$ cat src/rtl/ddr_rd_arb_if.sv
// Bundle of requester, DDR read-engine and status signals
// around the three-port DDR read arbiter.
interface ddr_rd_arb_if;
   logic        rq0_req;
   logic        rq1_req;
   logic        rq2_req;
   logic        rq0_ack;
   logic        rq1_ack;
   logic        rq2_ack;
   logic        rq0_vout;
   logic        rq1_vout;
   logic        rq2_vout;
   logic [31:0] rq0_dout;
   logic [31:0] rq1_dout;
   logic [31:0] rq2_dout;
   logic        rq0_vin;
   logic        rq1_vin;
   logic        rq2_vin;
   logic [31:0] rq0_din;
   logic [31:0] rq1_din;
   logic [31:0] rq2_din;
   logic        ddr_cmd_v;
   logic [31:0] ddr_cmd_d;
   logic        ddr_rd_v;
   logic [31:0] ddr_rd_d;
   logic        busy;
   logic [1:0]  gnt_id;
   logic        err;

   modport slave (
      input  rq0_req, rq1_req, rq2_req,
      input  rq0_vout, rq1_vout, rq2_vout,
      input  rq0_dout, rq1_dout, rq2_dout,
      input  ddr_rd_v, ddr_rd_d,
      output rq0_ack, rq1_ack, rq2_ack,
      output rq0_vin, rq1_vin, rq2_vin,
      output rq0_din, rq1_din, rq2_din,
      output ddr_cmd_v, ddr_cmd_d,
      output busy, gnt_id, err
   );

   modport master (
      output rq0_req, rq1_req, rq2_req,
      output rq0_vout, rq1_vout, rq2_vout,
      output rq0_dout, rq1_dout, rq2_dout,
      output ddr_rd_v, ddr_rd_d,
      input  rq0_ack, rq1_ack, rq2_ack,
      input  rq0_vin, rq1_vin, rq2_vin,
      input  rq0_din, rq1_din, rq2_din,
      input  ddr_cmd_v, ddr_cmd_d,
      input  busy, gnt_id, err
   );
endinterface

$ cat src/rtl/ddr_rd_arb.sv
// Round-robin arbiter sharing one DDR read engine between
// three requesters: command forwarding and read-data routing.
module ddr_rd_arb #(
   parameter int LEN_W = 16,
   parameter int NREQ  = 3
) (
   input logic         clk,
   input logic         rst_n,
   ddr_rd_arb_if.slave bus
);

   typedef enum logic [1:0] {
      IDLE,
      GRANT,
      DATA,
      RELEASE
   } state_t;

   state_t state, state_nxt;

   logic [2:0]       req;
   logic [2:0]       vout;
   logic [31:0]      dout [NREQ];
   logic [1:0]       rr_ptr;
   logic [1:0]       p1, p2;
   logic [1:0]       sel;
   logic             sel_v;
   logic [1:0]       gnt, gnt_nxt;
   logic             wcnt;
   logic [LEN_W-1:0] len, cnt, cnt_inc;
   logic             accept;
   logic [31:0]      cur_word;
   logic [LEN_W-1:0] len_w;
   logic [2:0]       ack, ack_nxt;
   logic [2:0]       vin;
   logic [31:0]      din [NREQ];
   logic             cmd_v;
   logic [31:0]      cmd_d;
   logic             err_q;

   function automatic logic [1:0] inc3(input logic [1:0] x);
      return (x == 2'd2) ? 2'd0 : x + 2'd1;
   endfunction

   assign req  = {bus.rq2_req, bus.rq1_req, bus.rq0_req};
   assign vout = {bus.rq2_vout, bus.rq1_vout, bus.rq0_vout};
   assign dout[0] = bus.rq0_dout;
   assign dout[1] = bus.rq1_dout;
   assign dout[2] = bus.rq2_dout;

   always_comb begin
      p1    = inc3(rr_ptr);
      p2    = inc3(p1);
      sel   = rr_ptr;
      sel_v = 1'b1;
      if (req[rr_ptr])  sel = rr_ptr;
      else if (req[p1]) sel = p1;
      else if (req[p2]) sel = p2;
      else              sel_v = 1'b0;
   end

   assign accept   = (state == GRANT) && vout[gnt];
   assign cur_word = dout[gnt];
   assign len_w    = cur_word[LEN_W-1:0];
   assign cnt_inc  = cnt + LEN_W'(1);

   always_comb begin
      state_nxt = state;
      gnt_nxt   = gnt;
      ack_nxt   = '0;
      unique case (state)
         IDLE: begin
            if (sel_v) begin
               state_nxt = GRANT;
               gnt_nxt   = sel;
            end
         end
         GRANT: begin
            if (accept && wcnt)
               state_nxt = (len_w == '0) ? RELEASE : DATA;
         end
         DATA: begin
            if (bus.ddr_rd_v && cnt_inc == len)
               state_nxt = RELEASE;
         end
         RELEASE: state_nxt = IDLE;
         default: state_nxt = IDLE;
      endcase
      // ack is a registered copy of the next-state grant
      if (state_nxt == GRANT || state_nxt == DATA)
         ack_nxt[gnt_nxt] = 1'b1;
   end

   always_ff @(posedge clk or negedge rst_n) begin
      if (!rst_n) begin
         state  <= IDLE;
         rr_ptr <= 2'd0;
         gnt    <= 2'd0;
         wcnt   <= 1'b0;
         len    <= '0;
         cnt    <= '0;
         ack    <= '0;
         vin    <= '0;
         cmd_v  <= 1'b0;
         cmd_d  <= '0;
         err_q  <= 1'b0;
         for (int i = 0; i < NREQ; i++)
            din[i] <= '0;
      end else begin
         state <= state_nxt;
         gnt   <= gnt_nxt;
         ack   <= ack_nxt;
         cmd_v <= accept;
         vin   <= '0;
         err_q <= bus.ddr_rd_v && (state != DATA);
         if (state == IDLE && sel_v) begin
            wcnt <= 1'b0;
            cnt  <= '0;
         end
         if (accept) begin
            cmd_d <= cur_word;
            wcnt  <= 1'b1;
            if (wcnt)
               len <= len_w;
         end
         if (state == DATA && bus.ddr_rd_v) begin
            vin[gnt] <= 1'b1;
            din[gnt] <= bus.ddr_rd_d;
            cnt      <= cnt_inc;
         end
         if (state == RELEASE)
            rr_ptr <= inc3(gnt);
      end
   end

   assign bus.rq0_ack   = ack[0];
   assign bus.rq1_ack   = ack[1];
   assign bus.rq2_ack   = ack[2];
   assign bus.rq0_vin   = vin[0];
   assign bus.rq1_vin   = vin[1];
   assign bus.rq2_vin   = vin[2];
   assign bus.rq0_din   = din[0];
   assign bus.rq1_din   = din[1];
   assign bus.rq2_din   = din[2];
   assign bus.ddr_cmd_v = cmd_v;
   assign bus.ddr_cmd_d = cmd_d;
   assign bus.busy      = (state != IDLE);
   assign bus.gnt_id    = gnt;
   assign bus.err       = err_q;

endmodule

$ cat src/flat_wrapper.sv
// flat-port wrapper written by rule: the top's interface ports become plain ports
module ddr_rd_arb_flat 
#(
   parameter int LEN_W = 16,
   parameter int NREQ  = 3
)
  (clk, rst_n, bus_rq0_req, bus_rq1_req, bus_rq2_req, bus_rq0_vout, bus_rq1_vout, bus_rq2_vout, bus_rq0_dout, bus_rq1_dout, bus_rq2_dout, bus_ddr_rd_v, bus_ddr_rd_d, bus_rq0_ack, bus_rq1_ack, bus_rq2_ack, bus_rq0_vin, bus_rq1_vin, bus_rq2_vin, bus_rq0_din, bus_rq1_din, bus_rq2_din, bus_ddr_cmd_v, bus_ddr_cmd_d, bus_busy, bus_gnt_id, bus_err);
  ddr_rd_arb_if bus_i ();
  input logic clk;
  input logic rst_n;
  input wire logic [$bits(bus_i.rq0_req)-1:0] bus_rq0_req;
  input wire logic [$bits(bus_i.rq1_req)-1:0] bus_rq1_req;
  input wire logic [$bits(bus_i.rq2_req)-1:0] bus_rq2_req;
  input wire logic [$bits(bus_i.rq0_vout)-1:0] bus_rq0_vout;
  input wire logic [$bits(bus_i.rq1_vout)-1:0] bus_rq1_vout;
  input wire logic [$bits(bus_i.rq2_vout)-1:0] bus_rq2_vout;
  input wire logic [$bits(bus_i.rq0_dout)-1:0] bus_rq0_dout;
  input wire logic [$bits(bus_i.rq1_dout)-1:0] bus_rq1_dout;
  input wire logic [$bits(bus_i.rq2_dout)-1:0] bus_rq2_dout;
  input wire logic [$bits(bus_i.ddr_rd_v)-1:0] bus_ddr_rd_v;
  input wire logic [$bits(bus_i.ddr_rd_d)-1:0] bus_ddr_rd_d;
  output wire logic [$bits(bus_i.rq0_ack)-1:0] bus_rq0_ack;
  output wire logic [$bits(bus_i.rq1_ack)-1:0] bus_rq1_ack;
  output wire logic [$bits(bus_i.rq2_ack)-1:0] bus_rq2_ack;
  output wire logic [$bits(bus_i.rq0_vin)-1:0] bus_rq0_vin;
  output wire logic [$bits(bus_i.rq1_vin)-1:0] bus_rq1_vin;
  output wire logic [$bits(bus_i.rq2_vin)-1:0] bus_rq2_vin;
  output wire logic [$bits(bus_i.rq0_din)-1:0] bus_rq0_din;
  output wire logic [$bits(bus_i.rq1_din)-1:0] bus_rq1_din;
  output wire logic [$bits(bus_i.rq2_din)-1:0] bus_rq2_din;
  output wire logic [$bits(bus_i.ddr_cmd_v)-1:0] bus_ddr_cmd_v;
  output wire logic [$bits(bus_i.ddr_cmd_d)-1:0] bus_ddr_cmd_d;
  output wire logic [$bits(bus_i.busy)-1:0] bus_busy;
  output wire logic [$bits(bus_i.gnt_id)-1:0] bus_gnt_id;
  output wire logic [$bits(bus_i.err)-1:0] bus_err;
  assign bus_i.rq0_req = bus_rq0_req;
  assign bus_i.rq1_req = bus_rq1_req;
  assign bus_i.rq2_req = bus_rq2_req;
  assign bus_i.rq0_vout = bus_rq0_vout;
  assign bus_i.rq1_vout = bus_rq1_vout;
  assign bus_i.rq2_vout = bus_rq2_vout;
  assign bus_i.rq0_dout = bus_rq0_dout;
  assign bus_i.rq1_dout = bus_rq1_dout;
  assign bus_i.rq2_dout = bus_rq2_dout;
  assign bus_i.ddr_rd_v = bus_ddr_rd_v;
  assign bus_i.ddr_rd_d = bus_ddr_rd_d;
  assign bus_rq0_ack = bus_i.rq0_ack;
  assign bus_rq1_ack = bus_i.rq1_ack;
  assign bus_rq2_ack = bus_i.rq2_ack;
  assign bus_rq0_vin = bus_i.rq0_vin;
  assign bus_rq1_vin = bus_i.rq1_vin;
  assign bus_rq2_vin = bus_i.rq2_vin;
  assign bus_rq0_din = bus_i.rq0_din;
  assign bus_rq1_din = bus_i.rq1_din;
  assign bus_rq2_din = bus_i.rq2_din;
  assign bus_ddr_cmd_v = bus_i.ddr_cmd_v;
  assign bus_ddr_cmd_d = bus_i.ddr_cmd_d;
  assign bus_busy = bus_i.busy;
  assign bus_gnt_id = bus_i.gnt_id;
  assign bus_err = bus_i.err;
  ddr_rd_arb #(.LEN_W(LEN_W), .NREQ(NREQ)) u_core (.clk(clk), .rst_n(rst_n), .bus(bus_i));
endmodule
$ cat config.mk
export PLATFORM = sky130hd
export DESIGN_NAME = ddr_rd_arb_flat
export DESIGN_NICKNAME = d
export VERILOG_FILES = /design/src/rtl/ddr_rd_arb_if.sv /design/src/rtl/ddr_rd_arb.sv /design/src/flat_wrapper.sv
export SDC_FILE = /design/constraint.sdc
export NUM_CORES = 1
export LEC_CHECK = 0
export CORE_ASPECT_RATIO = 0.9
export CORE_MARGIN = 10
export CORE_UTILIZATION = 50
export CTS_CLUSTER_SIZE = 14
export DETAILED_ROUTE_END_ITERATION = 12
export GPL_ROUTABILITY_DRIVEN = 0
export PLACE_DENSITY = 0.91
export SKIP_LAST_GASP = 1
export SLEW_MARGIN = 20
export SYNTH_ARGS = -nofsm -noshare
export SYNTH_HDL_FRONTEND = slang
export SYNTH_SLANG_ARGS = --single-unit
$ cat constraint.sdc
create_clock -name clk -period 4.4 [get_ports clk]
set_clock_uncertainty 0.1 [all_clocks]
set_input_delay 0.44 -clock clk [delete_from_list [all_inputs] [get_ports clk]]
set_output_delay 0.44 -clock clk [all_outputs]
set_load 0.01 [all_outputs]
Word-level counts from Yosys, hierarchy flattened
Index checks and enable logic that the tools add are counted.
{ "op_classes": {"add_sub_neg": 4, "magnitude_cmp": 9, "eq_ne": 10, "mux": 40, "bitwise_logic": 1, "n_reduce_logical": 16} }
{ "op_table": {"columns": ["operator", "count"], "rows": [
  ["96-bit bitwise mux", 1],
  ["32-bit two-way mux", 3],
  ["32-bit binary-select mux with 2-bit select", 1],
  ["32-bit demux with 2-bit select", 1],
  ["16-bit two-way mux", 2],
  ["2-bit two-way mux", 11],
  ["16-bit by 1-bit adder with 16-bit output (second input constant)", 1],
  ["16-bit equality test", 1],
  ["16-bit zero test", 1],
  ["2-bit by 3-bit < comparator with 1-bit output (second input constant)", 5],
  ["2-bit equality test (second input constant)", 6],
  ["1-bit two-way mux", 12],
  ["1-bit logical AND", 9],
  ["1-bit binary-select mux with 2-bit select", 4],
  ["2-bit one-hot mux with 4 select lines", 1],
  ["2-bit by 1-bit adder with 2-bit output (second input constant)", 3],
  ["3-bit two-way mux", 2],
  ["2-bit nonzero test", 3],
  ["1-bit demux with 2-bit select", 2],
  ["2-bit by 1-bit equality test with 1-bit output (second input constant)", 2],
  ["2-bit by 1-bit >= comparator with 1-bit output (second input constant)", 2],
  ["3-bit >= comparator (second input constant)", 1],
  ["3-bit by 1-bit < comparator with 1-bit output (second input constant)", 1],
  ["2-bit inverter with 3-bit output", 1],
  ["4 further kinds", 4]
]} }
{ "word_totals": {"regBits": 175, "inputBits": 137, "out_inout_bits": 139, "wordCells": 94} }

Logic depth before layout (Yosys ltp)
Gate-level depths: netlist of run 1.
{ "logic_depth": {"depth_word": 16, "mapped_depth": 10, "mapped_depth_nobuf": 8} }

Worst setup path before layout of run 1
Ideal clock, no wire load.
{ "synth_timing": {"path_type": "reg2reg", "start": "reg u_core.cnt[0]", "end": "reg u_core.ack[0]", "setup_time_ps": 125, "t_arrival_ps": 2194, "required_ps": 4175, "setup_slack_ps": 1981, "path_stages_with_launch": 9, "n_path_buf": 0, "period_less_slack_ps": 2419, "path_cell_list": "dfrtp_1 -> ha_1 -> nand2_1 -> nor4_1 -> and3b_1 -> o22ai_1 -> or4b_4 -> nand2_2 -> o21ai_1"} }
{ "synth_via": {"elab_chain_len": 8, "word_cells_on_any_way": 9, "classes_between": "add/sub: 1; eq/ne: 3; mux: 3; reduce/logical: 2"} }
{ "synth_rtl": {"columns": ["element", "line", "source"], "rows": [
  ["start: declaration", "ddr_rd_arb.sv:30", "logic [LEN_W-1:0] len, cnt, cnt_inc;"],
  ["start signal: assignment", "ddr_rd_arb.sv:129", "cnt <= cnt_inc;"],
  ["16-bit by 1-bit adder with 16-bit output (*)", "ddr_rd_arb.sv:65", "assign cnt_inc = cnt + LEN_W'(1);"],
  ["16-bit equality test (*)", "ddr_rd_arb.sv:83", "if (bus.ddr_rd_v && cnt_inc == len)"],
  ["1-bit logical AND (*)", "ddr_rd_arb.sv:83", null],
  ["2-bit two-way mux (*)", "ddr_rd_arb.sv:83", null],
  ["2-bit one-hot mux with 4 select lines (*)", "ddr_rd_arb.sv:71", "unique case (state)"],
  ["net u_core.state_nxt[0]", "ddr_rd_arb.sv:19", "state_t state, state_nxt;"],
  ["2-bit by 1-bit equality test with 1-bit output or 2-bit equality test (tied branches)", "ddr_rd_arb.sv:90", "if (state_nxt == GRANT || state_nxt == DATA)"],
  ["1-bit logical OR (*)", "ddr_rd_arb.sv:90", null],
  ["3-bit two-way mux (*)", "ddr_rd_arb.sv:90", null],
  ["net u_core.ack_nxt[0]", "ddr_rd_arb.sv:34", "logic [2:0] ack, ack_nxt;"],
  ["end signal: assignment", "ddr_rd_arb.sv:112", "ack <= ack_nxt;"],
  ["end: declaration", "ddr_rd_arb.sv:34", null]
]} }
The timed path passes the listed nets; every way through them passes the cells marked *.
A chain may end at the register's enable or synchronous reset.

Worst setup path in the final report of run 1
{ "layout_timing": {"start": "reg u_core.gnt[0] (netlist: u_core.bus.gnt_id[0])", "end": "reg u_core.ack[1]"} }
{ "layout_via": {"elab_chain_len": 11, "word_cells_on_any_way": 23, "classes_between": "order compare: 2; eq/ne: 2; mux: 13; bitwise: 1; reduce/logical: 5"} }
{ "layout_rtl": {"columns": ["element", "line", "source"], "rows": [
  ["start: declaration", "ddr_rd_arb.sv:28", "logic [1:0] gnt, gnt_nxt;"],
  ["start signal: assignment", "ddr_rd_arb.sv:111", "gnt <= gnt_nxt;"],
  ["2-bit inverter with 3-bit output (implied by the code)", "ddr_rd_arb.sv:63", "assign cur_word = dout[gnt];"],
  ["32-bit binary-select mux with 2-bit select", "ddr_rd_arb.sv:63", null],
  ["32-bit two-way mux (implied by the code) (2 in a row)", "ddr_rd_arb.sv:63", null],
  ["16-bit zero test", "ddr_rd_arb.sv:80", "state_nxt = (len_w == '0) ? RELEASE : DATA;"],
  ["1-bit two-way mux", "ddr_rd_arb.sv:80", null],
  ["2-bit two-way mux", "ddr_rd_arb.sv:79", "if (accept && wcnt)"],
  ["2-bit one-hot mux with 4 select lines", "ddr_rd_arb.sv:71", null],
  ["2-bit by 1-bit equality test with 1-bit output or 2-bit equality test (tied branches)", "ddr_rd_arb.sv:90", null],
  ["1-bit logical OR", "ddr_rd_arb.sv:90", null],
  ["3-bit two-way mux (*)", "ddr_rd_arb.sv:90", null],
  ["net u_core.ack_nxt[1]", "ddr_rd_arb.sv:34", null]
]} }
The timed path passes the listed nets; every way through them passes the cells marked *. The select of a mux whose other input is x is not followed.

==> results of run 1 <==
-- state kept, by name (all words and copies together), names as in the netlist --
signal                cells
u_core.bus.rq0_din       32
u_core.bus.rq1_din       32
u_core.ack                3
u_core.bus.ddr_cmd_v      1
u_core.bus.gnt_id         2
u_core.bus.err            1
u_core.bus.ddr_cmd_d     32
u_core.rr_ptr             2
u_core.bus.rq2_din       32
u_core.vin                3
u_core.state              2
u_core.wcnt               1
u_core.len               16
u_core.cnt               16
-- final cells by class --
class / instances / area (µm²) / share of cell area
clock buffer: 17 / 425 / 0.0366
sequential: 175 / 4380 / 0.377
inverter: 7 / 26.3 / 0.00226
timing repair buffer: 287 / 2840 / 0.244
clock inverter: 15 / 179 / 0.0154
tap: 207 / 259 / 0.0223
multi-input combinational: 558 / 3520 / 0.303
-- final timing paths --
path | endpoint | cells past startpoint | from
max in group asynchronous | u_core.bus.ddr_cmd_d[14]$_DFFE_PN0P_ | 2 | rst_n
hold reg to reg | u_core.bus.rq0_din[10]$_DFFE_PN0P_ | 2 | u_core.bus.rq0_din[10]$_DFFE_PN0P_
setup / recovery | u_core.ack[1]$_DFF_PN0_ | 8 | u_core.bus.gnt_id[0]$_DFF_PN0_
min in group clk | u_core.bus.rq0_din[10]$_DFFE_PN0P_ | 2 | u_core.bus.rq0_din[10]$_DFFE_PN0P_
hold / removal | u_core.rr_ptr[0]$_DFFE_PN0N_ | 1 | rst_n
setup reg to reg | u_core.ack[1]$_DFF_PN0_ | 8 | u_core.bus.gnt_id[0]$_DFF_PN0_
-- cells in the final DEF (no fill, tap or decap), types with 6 or more instances in the layout --
| cell type | instances |
|---|---|
| o41ai_1 | 6 |
| o2bb2ai_1 | 17 |
| clkdlybuf4s50_1 | 274 |
| buf_4 | 12 |
| nor2_1 | 45 |
| nand2b_1 | 6 |
| clkinv_8 | 6 |
| nand3_1 | 7 |
| xor2_1 | 6 |
| clkbuf_16 | 17 |
| mux2_2 | 67 |
| o21ai_0 | 72 |
| mux2i_1 | 34 |
| nor2b_1 | 6 |
| nand2_1 | 164 |
| a21oi_1 | 37 |
| inv_1 | 7 |
| dfrtp_1 | 173 |
| xnor2_1 | 10 |
| nor4_1 | 8 |
-- where the power goes --
| part | leakage (nW) | internal [mW] | switching, mW |
|---|---|---|---|
| sequential | 2.29 | 2.16 | 0.437 |
| clock | 0.285 | 0.764 | 0.727 |
| combinational | 2.55 | 1.54 | 1.52 |
-- per-layer routing --
| metal | up-vias | part of all wire | routed length, µm | GRT usage |
|---|---|---|---|---|
| met5 | - | 0 | 0 | 0 |
| met4 | 0 | 0.032 | 837 | 0.101 |
| met3 | 62 | 0.081 | 2090 | 0.0797 |
| met2 | 260 | 0.52 | 13300 | 0.401 |
| met1 | 3473 | 0.37 | 9500 | 0.251 |
| li1 | 3277 | - | - | - |
-- logic make-up after synthesis --
logic type / count (synthesis) / synth area share
AND/OR/NAND/NOR: 273 / 0.151
flip-flops: 175 / 0.538
AO/OA/AOI/OAI: 166 / 0.125
multiplexers: 101 / 0.135
buffers and inverters: 60 / 0.0317
XOR/XNOR: 16 / 0.0172
adder cells (fa/ha/maj): 2 / 0.00277
==> out/metrics.json, run 1 <==
{
  "outcome": "finished, violations left",
  "failed_checks": "negative hold slack",
  "synth-main-ff-cell": "dfrtp_1",
  "yosys-top-cells-count": "dfrtp_1, nand2_1, o21ai_0, mux2_2, nor2_1",
  "period_needed_ps": 3290,
  "tritoncts": "yes",
  "die_width_um": 154,
  "synth_top_cell_area_share": 0.538,
  "setup_tns_final_ps": 0,
  "layout.filler_cells": 1119,
  "dp.final_hpwl_mm": 19.3,
  "critical_path.max_fanout": 55,
  "synthTopCellsByArea": "dfrtp_1, mux2_2, nand2_1",
  "die-height_um": 141,
  "final_cells": 1266,
  "timing.critical_path.max_delay_family": "flip-flops",
  "cts_htree_levels": 4,
  "synth_area_leader_cell": "dfrtp_1",
  "cts.sinks": 175,
  "postPlaceCellArea_um2": 11000,
  "grt_max_degree": 92,
  "timing.final.max_slew_violations": 0,
  "syn-mean-instance-area_um2": 10.3,
  "n_antenna_cell": 0,
  "share_of_final_layout_standard_cells_stronger_than_drive_strength_1": 0.118,
  "dp_cells": 1234,
  "clock_tree.buffer_depth": 2,
  "cts_post_setup_buffers_inserted": 0,
  "grt_first_pass_wirelength_mm": 40.1,
  "critical_path.endpoint_type": "register",
  "powerDensity_nw_per_um2": 615,
  "critical_path_arrival_ps": 3480,
  "grt_remaining_overflow": 0,
  "detailedPlace.worstSlack_ps": 1350,
  "post_synth_edffs": 0,
  "required_ps": 4590,
  "achievable-frequency_mhz": 304,
  "holdBufCountCts": 0,
  "route.detailed.vias_per_inst": 5.59,
  "ff2ff_setup_slack_ps": 1110,
  "antenna_left": 0,
  "cap_violations": 0,
  "grt_usage": 0.231,
  "timing.setup.critical_path_class": "register to register",
  "finalWirelength_mm": 25.8,
  "max_slew.worst_pin.slew_ps": 1060,
  "worst_setup_path_start_kind": "register",
  "initialDrtViolationCount": 565,
  "cts_buffers": 17,
  "hold_viol_final": 18,
  "antenna_violations_before_repair": 0,
  "area_growth_syn_to_fin_pct": 43.1,
  "cts_root_buf": "clkbuf_16",
  "fp-row-count": 44,
  "timing.slew.headroom": 0.289,
  "ys_ff_latch": 175,
  "final_min_period_over_clock_period": 0.747,
  "clkLatencyLatePin_ps": 430,
  "via_count_of_the_first_global_routing_pass": 7365,
  "crit_slowest_cell": "dfrtp_2",
  "post_synth_instance_area_um2": 8130,
  "netlist-cell-type-count": 59,
  "path_buf_inv": 1,
  "floorplan.initialDensity": 0.506,
  "stdcell_area_um2": 11600,
  "detail_route.wl_per_cell_um": 20.3,
  "total_power_mw": 7.16,
  "hold_slack_ps": -18.7,
  "setup_viol_count_final": 0,
  "post-route-drc-count": 0,
  "critPathMaxStageDelay_ps": 980,
  "drtPass1Iterations": 5,
  "vias": 7072,
  "rsz_0062_raised_after_global_routing": "no",
  "io_pins": 276,
  "clk_pin_slew_worst_paths_ps": 70,
  "fin_nets": 1184,
  "core_region_area_um2": 16100,
  "fin_util": 0.724,
  "p_leak_nw": 5.13,
  "syn-instance-count": 793,
  "synth_nets": 931,
  "timing.final.ws_setup_ps": 1110,
  "synthMostInstantiatedCell": "dfrtp_1",
  "hold_class": "input port to async pin",
  "dieArea_um2": 21800,
  "synth-seq-area-share": 0.538,
  "postSynth.asyncResetShare": 1.00,
  "ys.warnings.count": 0,
  "port_buffers": 275,
  "critical_path.cell_chain": "nor2b_4 -> buf_4 -> o2bb2ai_1 -> nor4_1 -> and4_1 -> o22a_1 -> o21ai_0 -> o21ai_1",
  "worst_ir_drop_vdd_mv": 0.357,
  "post_cts_resized": 0
}
Power figures use the tool's default switching activity.
==> run 2: changes to the inputs <==
- CORE_UTILIZATION: 50 -> 42
- PLACE_DENSITY: 0.91 -> 0.82
- clock period: 4.4 -> 2.7 ns (I/O delays scaled with it)
==> run 2 against run 1 <==
The flow now finishes without violations. Wire length up 2.1%. Clock power is 65% higher. Cell count up 5.1%. Die area rose by 16%. First-iteration DRC count up 0.71%. Non-clock buffer count grew 20. Critical path depth is 1 lower. Register-to-register slack worse by 990 ps. Largest cell class unchanged.
==> out/metrics.json, run 2 (synthesized netlist as in run 1, its figures left out) <==
{
  "outcome": "finished, final reports clean",
  "setup_viol_count_final": {"value": 0, "change": "unchanged"},
  "clk_pin_slew_worst_paths": {"value": 70, "unit": "ps", "change": "about the same"},
  "detail_route.wl_per_cell": {"value": 19.8, "unit": "µm", "change": "-2.8%"},
  "drtPass1Iterations": {"value": 6, "change": "+1"},
  "dp.final_hpwl": {"value": 19.6, "unit": "mm", "change": "+1.5%"},
  "clock_tree.buffer_depth": {"value": 2, "change": "unchanged"},
  "layout.filler_cells": {"value": 1543, "change": "+38%"},
  "critical_path.max_fanout": {"value": 10, "change": "-82%"},
  "grt_remaining_overflow": {"value": 0, "change": "unchanged"},
  "final_min_period_over_clock_period": {"value": 0.955, "change": "+0.208"},
  "required": {"value": 2910, "unit": "ps", "change": "-1680 ps"},
  "critical_path.endpoint_type": "register",
  "seqCellArea": {"value": 4380, "unit": "µm²", "change": "unchanged"},
  "die-height": {"value": 152, "unit": "µm", "change": "+7.8%"},
  "tritoncts": "yes",
  "grt_max_degree": {"value": 69, "change": "-25%"},
  "timing.slew.headroom": {"value": 0.318, "change": "+0.0286"},
  "critPathMaxStageDelay": {"value": 570, "unit": "ps", "change": "-410 ps"},
  "initialDrtViolationCount": {"value": 569, "change": "+0.71%"},
  "timing.final.ws_setup": {"value": 122, "unit": "ps", "change": "-990 ps"},
  "vias": {"value": 7043, "change": "-0.41%"},
  "cts.sinks": {"value": 175, "change": "unchanged"},
  "clkLatencyLatePin": {"value": 430, "unit": "ps", "change": "about the same"},
  "fp-row-count": {"value": 48, "change": "+9.1%"},
  "powerDensity": {"value": 993, "unit": "nW/µm²", "change": "+61%"},
  "detailedPlace.worstSlack": {"value": 111, "unit": "ps", "change": "-1240 ps"},
  "crit_slowest_cell": "or4b_4",
  "period_needed": {"value": 2580, "unit": "ps", "change": "-710 ps"},
  "share_of_final_layout_standard_cells_stronger_than_drive_strength_1": {"value": 0.138, "change": "+0.0201"},
  "grt_first_pass_wirelength": {"value": 41.2, "unit": "mm", "change": "+2.6%"},
  "grt_usage": {"value": 0.201, "change": "-0.0305"},
  "hold_viol_final": {"value": 0, "change": "-18"},
  "max_slew.worst_pin.slew": {"value": 1020, "unit": "ps", "change": "-42.7 ps"},
  "antenna_violations_before_repair": {"value": 1, "change": "+1"},
  "timing.setup.critical_path_class": "register to register",
  "multi_input_area": {"value": 3560, "unit": "µm²", "change": "+0.99%"},
  "finalWirelength": {"value": 26.3, "unit": "mm", "change": "+2.1%"},
  "final_cells": {"value": 1330, "change": "+5.1%"},
  "worst_r2r_path_cells": {"value": 7, "change": "-1"},
  "route.detailed.vias_per_inst": {"value": 5.30, "change": "-5.2%"},
  "port_buffers": {"value": 275, "change": "unchanged"},
  "cts_buffers": {"value": 17, "change": "unchanged"},
  "post-route-drc-count": {"value": 0, "change": "unchanged"},
  "core_region_area": {"value": 19100, "unit": "µm²", "change": "+19%"},
  "via_count_of_the_first_global_routing_pass": {"value": 7252, "change": "-1.5%"},
  "critical_path_arrival": {"value": 2790, "unit": "ps", "change": "-690 ps"},
  "layout_common_cells": "clkdlybuf4s50_1, dfrtp_1, nand2_1",
  "cts_root_buf": "clkbuf_16",
  "cts_post_setup_buffers_inserted": {"value": 0, "change": "unchanged"},
  "floorplan.initialDensity": {"value": 0.426, "change": "-0.0801"},
  "hold_class": "input port to async pin",
  "dp_cells": {"value": 1296, "change": "+5.0%"},
  "timing.final.max_slew_violations": {"value": 0, "change": "unchanged"},
  "achievable-frequency": {"value": 388, "unit": "MHz", "change": "+28%"},
  "worst_r2r_endpoint": "u_core.ack[1]$_DFF_PN0_",
  "dieArea": {"value": 25300, "unit": "µm²", "change": "+16%"},
  "layout_commonest_cell": "clkdlybuf4s50_1",
  "antenna_left": {"value": 0, "change": "unchanged"},
  "critical_path.cell_chain": "nand3_2 -> or3_4 -> a221oi_2 -> nand4_1 -> or4b_4 -> nand2_2 -> o21ai_1",
  "timing.critical_path.max_delay_family": "simple AND/OR/NAND/NOR gates",
  "die_width": {"value": 167, "unit": "µm", "change": "+7.9%"},
  "cap_violations": {"value": 0, "change": "unchanged"},
  "cts_htree_levels": {"value": 4, "change": "unchanged"},
  "fin_nets": {"value": 1204, "change": "+1.7%"},
  "worst_setup_path_start_kind": "register",
  "critPathCapture": "u_core.ack[1]$_DFF_PN0_",
  "startpoint_of_the_worst_register_to_register_path": "u_core.cnt[2]$_DFFE_PN0P_",
  "crit_path_start": "u_core.cnt[2]$_DFFE_PN0P_",
  "cp_num_cells": {"value": 7, "change": "-1"},
  "area_growth_syn_to_fin_pct": 46.8,
  "p_leak": {"value": 5.25, "unit": "nW", "change": "+2.4%"},
  "total_power": {"value": 11.9, "unit": "mW", "change": "+66%"},
  "worst_ir_drop_vdd": {"value": 0.562, "unit": "mV", "change": "+57%"},
  "io_pins": {"value": 276, "change": "unchanged"},
  "path_buf_inv": {"value": 0, "change": "-1"},
  "ff2ff_setup_slack": {"value": 120, "unit": "ps", "change": "-990 ps"}
}
==> run 2: worst min-delay path by stage <==
stage                     start                            endpoint  slack [ps]  cells after the start
2_1_floorplan             rst_n             u_core.ack[0]$_DFF_PN0_        -130                      0
3_3_place_gp              rst_n        u_core.rr_ptr[0]$_DFFE_PN0N_         220                      1
3_5_place_dp              rst_n        u_core.rr_ptr[0]$_DFFE_PN0N_         220                      1
4_1_cts         bus_ddr_rd_d[9]   u_core.bus.rq0_din[9]$_DFFE_PN0P_         300                      3
5_1_grt        bus_ddr_rd_d[12]  u_core.bus.rq0_din[12]$_DFFE_PN0P_         310                      3
6_report                  rst_n        u_core.rr_ptr[0]$_DFFE_PN0N_         320                      2
==> run 2: area by class of cell <==
cell class                 count  area share
antenna                        1    0.000210
inverter                       7     0.00220
clock inverter                14      0.0128
clock buffer                  18      0.0368
multi-input combinational    558       0.298
timing repair buffer         307       0.257
tap                          250      0.0262
sequential                   175       0.367
==> run 2: per-layer routing <==
| layer | track usage | wire, µm |
|---|---|---|
| met5 | 0 | 0 |
| met4 | 0.0694 | 799 |
| met3 | 0.0637 | 1690 |
| met2 | 0.344 | 13400 |
| met1 | 0.231 | 10400 |
==> run 2: metrics by stage <==
stage	instance area, µm²	util	setup TNS [ps]	hold slack (ps)
finish	11900	0.625	0	317
detailed placement	11300	0.592	0	224
CTS	11900	0.623	0	303
global placement	11300	0.592	0	223
global route	11900	0.625	-7.66	306
floorplan	8130	-	0	-126
==> run 2: what timing repair did <==
item,CTS,global route
endpoints found under the setup margin,0,3
hold buffers,1,0
hold endpoints to repair,63,0
resized for setup,0,6
==> run 2: worst reg2reg max path, cell delays in order, from the launching register on <==
cell	delay [ps]
dfrtp_1	490
nand3_2	260
or3_4	430
a221oi_2	260
nand4_1	170
or4b_4	570
nand2_2	100
o21ai_1	80
==> run 2: where the power goes <==
part           internal (mW)  switching [mW]  total [mW]
Combinational           2.66            2.60        5.27
Clock                   1.33            1.13        2.46
Sequential              3.53           0.592        4.12
Total                   7.52            4.33        11.9
==> run 3: changes to the inputs <==
- TNS_END_PERCENT: unset -> 1
==> results of run 3 <==
Same layout as run 2: the final DEF is identical, and so are final timing and power.
